**config.mk**
```make
export PLATFORM = sky130hd
export DESIGN_NAME = cfg_cpl_return_forwarder
export DESIGN_NICKNAME = d
export VERILOG_FILES = /design/src/rtl/cfg_fwd_pkg.sv /design/src/rtl/cfg_fwd_tag_table.sv /design/src/rtl/cfg_cpl_return_forwarder.sv
export SDC_FILE = /design/constraint.sdc
export NUM_CORES = 1
export LEC_CHECK = 0
export CAP_MARGIN = 10
export CORE_AREA = 4 4 522 524
export CTS_CLUSTER_DIAMETER = 40
export DETAILED_ROUTE_END_ITERATION = 8
export DIE_AREA = 0 0 526 528
export PLACE_DENSITY = 0.45
export SETUP_SLACK_MARGIN = 0.5
export SYNTH_ARGS = -nofsm -noshare
export SYNTH_HDL_FRONTEND = slang
export SYNTH_SLANG_ARGS = --single-unit
```
**constraint.sdc**
```tcl
create_clock -name user_clk -period 5.09 [get_ports user_clk]
set_clock_uncertainty 0.1 [all_clocks]
set_input_delay 1.018 -clock user_clk [delete_from_list [all_inputs] [get_ports user_clk]]
set_output_delay 1.018 -clock user_clk [all_outputs]
set_load 0.01 [all_outputs]
```
**src/rtl/cfg_fwd_pkg.sv**
```systemverilog
// Shared types and descriptor field positions for the cfg completion return path.
// Includes the helper that turns an RC completion descriptor into a CC descriptor.
package cfg_fwd_pkg;

    localparam int DESC_W        = 128;
    localparam int LADDR_MSB     = 6;
    localparam int BC_LSB        = 16;
    localparam int BC_MSB        = 28;
    localparam int DWC_LSB       = 32;
    localparam int DWC_MSB       = 42;
    localparam int STATUS_LSB    = 43;
    localparam int STATUS_MSB    = 45;
    localparam int POISON_BIT    = 46;
    localparam int REQ_ID_LSB    = 48;
    localparam int REQ_ID_MSB    = 63;
    localparam int TAG_LSB       = 64;
    localparam int TAG_MSB       = 71;
    localparam int CPL_ID_LSB    = 72;
    localparam int CPL_ID_MSB    = 87;
    localparam int CPL_ID_EN_BIT = 88;
    localparam int TC_LSB        = 89;
    localparam int TC_MSB        = 91;
    localparam int ATTR_LSB      = 92;
    localparam int ATTR_MSB      = 94;
    localparam int PAYLOAD_LSB   = 96;
    localparam int PAYLOAD_MSB   = 127;

    // is_sop0 (bit 0), is_eop0 (bit 6), eop0_ptr = 3 (bits 11:8)
    localparam logic [80:0] CC_TUSER_SINGLE = 81'h341;

    typedef struct packed {
        logic [15:0] req_id;
        logic [7:0]  orig_tag;
        logic [2:0]  attr;
        logic [2:0]  tc;
    } trk_entry_t;

    typedef enum logic [1:0] {
        IDLE = 2'd0,
        HOLD = 2'd1,
        DROP = 2'd2
    } state_t;

    function automatic logic [DESC_W-1:0] build_cc_desc(input logic [DESC_W-1:0] rc,
                                                         input trk_entry_t       e);
        logic [DESC_W-1:0] cc;
        cc = '0;
        cc[BC_MSB:BC_LSB]           = rc[BC_MSB:BC_LSB];
        cc[DWC_MSB:DWC_LSB]         = rc[DWC_MSB:DWC_LSB];
        cc[STATUS_MSB:STATUS_LSB]   = rc[STATUS_MSB:STATUS_LSB];
        cc[POISON_BIT]              = rc[POISON_BIT];
        cc[REQ_ID_MSB:REQ_ID_LSB]   = e.req_id;
        cc[TAG_MSB:TAG_LSB]         = e.orig_tag;
        cc[CPL_ID_MSB:CPL_ID_LSB]   = rc[CPL_ID_MSB:CPL_ID_LSB];
        cc[CPL_ID_EN_BIT]           = 1'b1;
        cc[TC_MSB:TC_LSB]           = e.tc;
        cc[ATTR_MSB:ATTR_LSB]       = e.attr;
        // Only a single-dword completion carries data worth forwarding
        if (rc[DWC_MSB:DWC_LSB] == 11'd1)
            cc[PAYLOAD_MSB:PAYLOAD_LSB] = rc[PAYLOAD_MSB:PAYLOAD_LSB];
        return cc;
    endfunction

endpackage

```
**src/rtl/cfg_fwd_tag_table.sv**
```systemverilog
// Tracking table indexed by the DSP RQ tag: valid bits, saved requester context,
// and a count of live entries.
module cfg_fwd_tag_table
    import cfg_fwd_pkg::*;
#(
    parameter int TAG_BITS = 5
) (
    input  logic                clk,
    input  logic                rst_n,
    input  logic                wr_en,
    input  logic [TAG_BITS-1:0] wr_tag,
    input  trk_entry_t          wr_entry,
    input  logic [TAG_BITS-1:0] chk_tag,
    output logic                chk_valid,
    input  logic [TAG_BITS-1:0] rd_tag,
    output logic                rd_valid,
    output trk_entry_t          rd_entry,
    input  logic                clr_en,
    input  logic [TAG_BITS-1:0] clr_tag,
    output logic [TAG_BITS:0]   outstanding
);

    localparam int DEPTH = 1 << TAG_BITS;

    logic [DEPTH-1:0] valid_q;
    trk_entry_t       entry_q [DEPTH];
    logic             clr_hit;

    // A clear of an already-free slot is a no-op and must not touch the count
    assign clr_hit   = clr_en && valid_q[clr_tag];
    assign chk_valid = valid_q[chk_tag];
    assign rd_valid  = valid_q[rd_tag];
    assign rd_entry  = entry_q[rd_tag];

    always_ff @(posedge clk or negedge rst_n) begin
        if (!rst_n) begin
            valid_q     <= '0;
            outstanding <= '0;
        end else begin
            if (clr_hit)
                valid_q[clr_tag] <= 1'b0;
            if (wr_en)
                valid_q[wr_tag] <= 1'b1;
            case ({wr_en, clr_hit})
                2'b10:   outstanding <= outstanding + (TAG_BITS+1)'(1);
                2'b01:   outstanding <= outstanding - (TAG_BITS+1)'(1);
                default: outstanding <= outstanding;
            endcase
        end
    end

    always_ff @(posedge clk) begin
        if (wr_en)
            entry_q[wr_tag] <= wr_entry;
    end

endmodule

```
**src/rtl/cfg_cpl_return_forwarder.sv**
```systemverilog
// Turns single-beat DSP RC completions for forwarded cfg requests into USP CC
// completions carrying the original requester ID, tag, TC and attributes.
module cfg_cpl_return_forwarder
    import cfg_fwd_pkg::*;
#(
    parameter int IF_WIDTH       = 512,
    parameter int TKEEP_WIDTH    = 16,
    parameter int RC_TUSER_WIDTH = 161,
    parameter int CC_TUSER_WIDTH = 81,
    parameter int TAG_BITS       = 5
) (
    input  logic                      user_clk,
    input  logic                      user_reset_n,
    input  logic                      trk_valid,
    output logic                      trk_ready,
    input  logic [TAG_BITS-1:0]       trk_tag,
    input  logic [15:0]               trk_req_id,
    input  logic [7:0]                trk_orig_tag,
    input  logic [2:0]                trk_attr,
    input  logic [2:0]                trk_tc,
    input  logic [IF_WIDTH-1:0]       m_axis_rc_tdata,
    input  logic [TKEEP_WIDTH-1:0]    m_axis_rc_tkeep,
    input  logic                      m_axis_rc_tlast,
    input  logic [RC_TUSER_WIDTH-1:0] m_axis_rc_tuser,
    input  logic                      m_axis_rc_tvalid,
    output logic                      m_axis_rc_tready,
    output logic [IF_WIDTH-1:0]       s_axis_cc_tdata,
    output logic [TKEEP_WIDTH-1:0]    s_axis_cc_tkeep,
    output logic                      s_axis_cc_tlast,
    output logic [CC_TUSER_WIDTH-1:0] s_axis_cc_tuser,
    output logic                      s_axis_cc_tvalid,
    input  logic                      s_axis_cc_tready,
    output logic                      orphan_cpl,
    output logic                      malformed_cpl,
    output logic [TAG_BITS:0]         outstanding,
    output state_t                    state_dbg
);

    // Handshakes: a beat transfers on a rising edge where valid && ready; a
    // source never drops valid or changes payload until that transfer happens.

    state_t              state;
    trk_entry_t          trk_entry;
    trk_entry_t          rd_entry;
    logic                chk_valid;
    logic                rd_valid;
    logic                rc_fire;
    logic [7:0]          rc_tag;
    logic [TAG_BITS-1:0] rc_idx;
    logic                tag_in_range;
    logic                hit;
    logic                wr_en;
    logic                clr_en;
    logic                unused_rc;

    assign trk_entry    = '{req_id: trk_req_id, orig_tag: trk_orig_tag, attr: trk_attr, tc: trk_tc};
    assign rc_tag       = m_axis_rc_tdata[TAG_MSB:TAG_LSB];
    assign rc_idx       = rc_tag[TAG_BITS-1:0];
    assign tag_in_range = (rc_tag >> TAG_BITS) == 8'd0;
    assign hit          = tag_in_range && rd_valid;

    assign trk_ready        = user_reset_n && !chk_valid;
    assign m_axis_rc_tready = user_reset_n && (state != HOLD);
    assign rc_fire          = m_axis_rc_tvalid && m_axis_rc_tready;
    assign wr_en            = trk_valid && trk_ready;
    // Retire on a good completion, drop the slot on a malformed one; the table
    // ignores clears of slots that are not valid, so orphans fall through harmlessly
    assign clr_en           = (state == IDLE) && rc_fire && tag_in_range;
    assign state_dbg        = state;

    assign unused_rc = ^{m_axis_rc_tdata, m_axis_rc_tkeep, m_axis_rc_tuser};

    cfg_fwd_tag_table #(
        .TAG_BITS(TAG_BITS)
    ) u_tag_table (
        .clk        (user_clk),
        .rst_n      (user_reset_n),
        .wr_en      (wr_en),
        .wr_tag     (trk_tag),
        .wr_entry   (trk_entry),
        .chk_tag    (trk_tag),
        .chk_valid  (chk_valid),
        .rd_tag     (rc_idx),
        .rd_valid   (rd_valid),
        .rd_entry   (rd_entry),
        .clr_en     (clr_en),
        .clr_tag    (rc_idx),
        .outstanding(outstanding)
    );

    always_ff @(posedge user_clk or negedge user_reset_n) begin
        if (!user_reset_n) begin
            state            <= IDLE;
            s_axis_cc_tvalid <= 1'b0;
            s_axis_cc_tdata  <= '0;
            s_axis_cc_tkeep  <= '0;
            s_axis_cc_tlast  <= 1'b0;
            s_axis_cc_tuser  <= '0;
            orphan_cpl       <= 1'b0;
            malformed_cpl    <= 1'b0;
        end else begin
            orphan_cpl    <= 1'b0;
            malformed_cpl <= 1'b0;
            case (state)
                IDLE: begin
                    if (rc_fire) begin
                        if (!m_axis_rc_tlast) begin
                            malformed_cpl <= 1'b1;
                            state         <= DROP;
                        end else if (hit) begin
                            s_axis_cc_tdata  <= IF_WIDTH'(build_cc_desc(m_axis_rc_tdata[DESC_W-1:0], rd_entry));
                            s_axis_cc_tkeep  <= TKEEP_WIDTH'(16'h000F);
                            s_axis_cc_tlast  <= 1'b1;
                            s_axis_cc_tuser  <= CC_TUSER_WIDTH'(CC_TUSER_SINGLE);
                            s_axis_cc_tvalid <= 1'b1;
                            state            <= HOLD;
                        end else begin
                            orphan_cpl <= 1'b1;
                        end
                    end
                end
                HOLD: begin
                    if (s_axis_cc_tready) begin
                        s_axis_cc_tvalid <= 1'b0;
                        state            <= IDLE;
                    end
                end
                DROP: begin
                    if (rc_fire && m_axis_rc_tlast)
                        state <= IDLE;
                end
                default: state <= IDLE;
            endcase
        end
    end

endmodule

```
==> qor.txt <==
Run status = completed
Slew at the pin closest to its max-slew limit = 1.24 ns
Number of standard cells after synthesis = 2990
Worst voltage drop across the vdd grid = 0.000255 V
CP Max Fanout = 11
Min Tclk post-route = 4.42 ns
Worst EP required = 3.97 ns
Overall global routing resource usage = 0.108
Total of endpoints with negative setup slack in the final report = 0
Total cell area at the placement stage = 52800 µm²
Area of the core region = 267000 µm²
Count of clock tree sinks = 1110
Root buffer cell = clkbuf_16
CTS tree = yes
Unique cell type count in the Yosys netlist = 49
Reported max-cap violation count = 0
Initial Utilization = 0.175
Fin. Hold Viols = 0
Main flop type after synthesis = edfxtp_1
Arrival time of the worst setup path = 3.30 ns
Tot Pwr = 23.4 mW
Number of enable-type register cells in the synthesized netlist = 960
Clk slew on worst S/H paths = 0.04 ns
Number of vias per cell after detailed routing = 3.68
Count of port buffers added during placement = 253
Antenna violations before repair = 42
Wire length after detailed routing = 159000 µm
Number of warnings printed during yosys synthesis = 0
Synthesized area = 46800 µm²
Power density over the cells = 400 nW/µm²
Endpoint kind of the worst setup timing path = output port
Remaining number of nets flagged by the antenna check after routing = 0
Global route total overflow = 0
Starting DRC count in detailed routing = 1901
Share of the synthesized area in compound gates (AO/OA/AOI/OAI) = 0.0500
WL/cell = 22.4 µm
Minimum setup slack among reg-to-reg paths = 1.45 ns
Post-route standard cell area excluding fillers = 58500 µm²
Filler Cells Inserted = 28100
Synth Area in XOR/XNOR = 0.00131
Setup tns final = 0 ns
Mux cell area share after synthesis = 0.129
RSZ-0062 raised after global routing = no
Worst hold margin = 0.370 ns
Vias in the first global route = 25000
Global placement routability congestion = 0.741
Syn_area_per_cell = 15.7 µm²
Fraction of registers with async set/reset = 0.135
Fraction of final layout cells sized beyond drive strength 1 = 0.151
Total CTS buffers = 170
Launching element type of the critical path = input port
Global-route wire length before repair = 211000 µm
Maximum number of pins on one net before global-route repair = 113
Flip-flop and latch count after synthesis = 1110
Die Wd = 526 µm
Crit Path Category = input port to output port
Pins over their slew limit = 0
Adder and majority gate portion of the synthesized area = 0.000801
Maximum clock rate = 0.226 GHz
Post-detail-place hpwl = 102000 µm
Worst min path class = register to register
Number of search-and-repair iterations in the first detailed-routing pass = 5
Die Span Y = 528 µm
Combinational family with the most area after synthesis = multiplexers
Clock insertion delay at the later pin of the skew report = 0.80 ns
DRC violation count after routing = 0
Area delta synth->final = 24.8%
Simple-gate portion of the synthesized area = 0.0278
Count of boundary I/O pins = 1353
Total die area = 278000 µm²
Final period utilization = 0.868
Max_slew headroom = 0.172
Htree depth = 4
Number of buffers on the longest clock path = 4
Via count = 26100
# nets final = 4133
Standard-cell rows = 190
Sequential share of the synthesized area = 0.695
Static Leak = 21.2 nW
-- where the power goes --
part	internal [mW]	total, mW	switching (mW)
clock network	7.34	11.6	4.30
registers	10.1	10.2	0.115
logic	0.587	1.55	0.964
-- flip-flops by register name, indices dropped and copies added, names as in the netlist --
signal	flops
u_tag_table.valid_q	32
u_tag_table.outstanding	6
s_axis_cc_tdata	107
s_axis_cc_tvalid	1
malformed_cpl	1
orphan_cpl	1
state_dbg	2
u_tag_table.entry_q	960
-- routing by layer --
layer  up-vias  global-route usage  routed length, µm
met1     13400               0.136              66800
met5         -                   0                119
li1      11300                   -                  -
met4        18              0.0239               3270
met3       235              0.0273              10700
met2      1057               0.185              77900
-- synth_stat cells (all sizes together), types with 12 or more instances --
| master | n | area share |
|---|---|---|
| o21ai | 69 | 0.0074 |
| buf | 572 | 0.089 |
| nor2b | 13 | 0.0017 |
| nor4 | 62 | 0.0083 |
| nand2 | 82 | 0.0066 |
| a22o | 32 | 0.0060 |
| nor2 | 46 | 0.0037 |
| edfxtp | 960 | 0.62 |
| clkbuf | 77 | 0.0062 |
| mux2i | 499 | 0.11 |
| nor3 | 13 | 0.0014 |
| dfrtp | 150 | 0.080 |
| mux2 | 78 | 0.019 |
| nand3 | 17 | 0.0018 |
| a21oi | 12 | 0.0013 |
| o22ai | 243 | 0.032 |
-- what timing repair did --
action / 4_1_cts / 5_1_grt
setup buffers: 0 / 0
endpoints found under the hold margin: 9 / 0
hold buffers: 1 / 0
gates resized for setup: 0 / 1
endpoints found under the setup margin: 0 / 1
-- stage by stage --
step / worst slack (ns) / cells / utilization
4_1_cts: 0.596 / 7079 / 0.219
3_5_place_dp: 0.123 / 6779 / 0.197
3_3_place_gp: 0.116 / 6779 / 0.197
5_1_grt: 0.551 / 7080 / 0.219
2_1_floorplan: 0.654 / 3483 / -
6_report: 0.670 / 7087 / 0.219
-- cells by family (layout without fill, tap and decap cells) --
logic type | after synthesis | after routing
simple gates | 261 | 261
compound gates | 371 | 371
mux | 583 | 583
flops | 1110 | 1110
buf+inv | 654 | 698
other cells | 1 | 502
fa+ha+maj | 3 | 3
xor+xnor | 7 | 7
-- layout make-up --
cell class | instances | area [µm²] | share of cell area
antenna | 8 | 20.0 | 0.000342
clock buffer | 201 | 4460 | 0.0763
clock inverter | 98 | 1170 | 0.0201
inverter | 5 | 18.8 | 0.000321
multi-input combinational | 1719 | 11900 | 0.204
sequential | 1110 | 32600 | 0.557
tap | 3552 | 4440 | 0.0760
timing repair buffer | 394 | 3850 | 0.0659
-- cell usage in the layout (no fill, tap or decap), types with 69 or more instances in the layout --
cell type,instances
dfrtp_1,150
clkbuf_16,171
conb_1,494
o21ai_0,69
edfxtp_1,960
buf_4,121
clkdlybuf4s50_1,250
nand2_1,73
o22ai_1,243
mux2i_1,499
-- final timing paths --
| check | endpoint | depth (start not counted) | start |
|---|---|---|---|
| min in group asynchronous | u_tag_table.valid_q[19] | 2 | user_reset_n |
| hold reg to reg | u_tag_table.outstanding[5] | 1 | u_tag_table.outstanding[5] |
| setup / recovery | trk_ready | 8 | trk_tag[3] |
| setup reg to reg | u_tag_table.entry_q[5][28] | 8 | u_tag_table.valid_q[11] |
| hold / removal | u_tag_table.outstanding[5] | 1 | u_tag_table.outstanding[5] |
| max in group asynchronous | s_axis_cc_tdata[97] | 4 | user_reset_n |
-- critical path, stage by stage --
cell and delay [ns]:
clkdlybuf4s50_1 0.65, or3_1 0.47, o221ai_1 0.20, o21ai_0 0.15, and4bb_2 0.30, nor2b_2 0.17, buf_4 0.17, buf_4 0.15
Note: power is estimated with default switching activity, not from simulation.
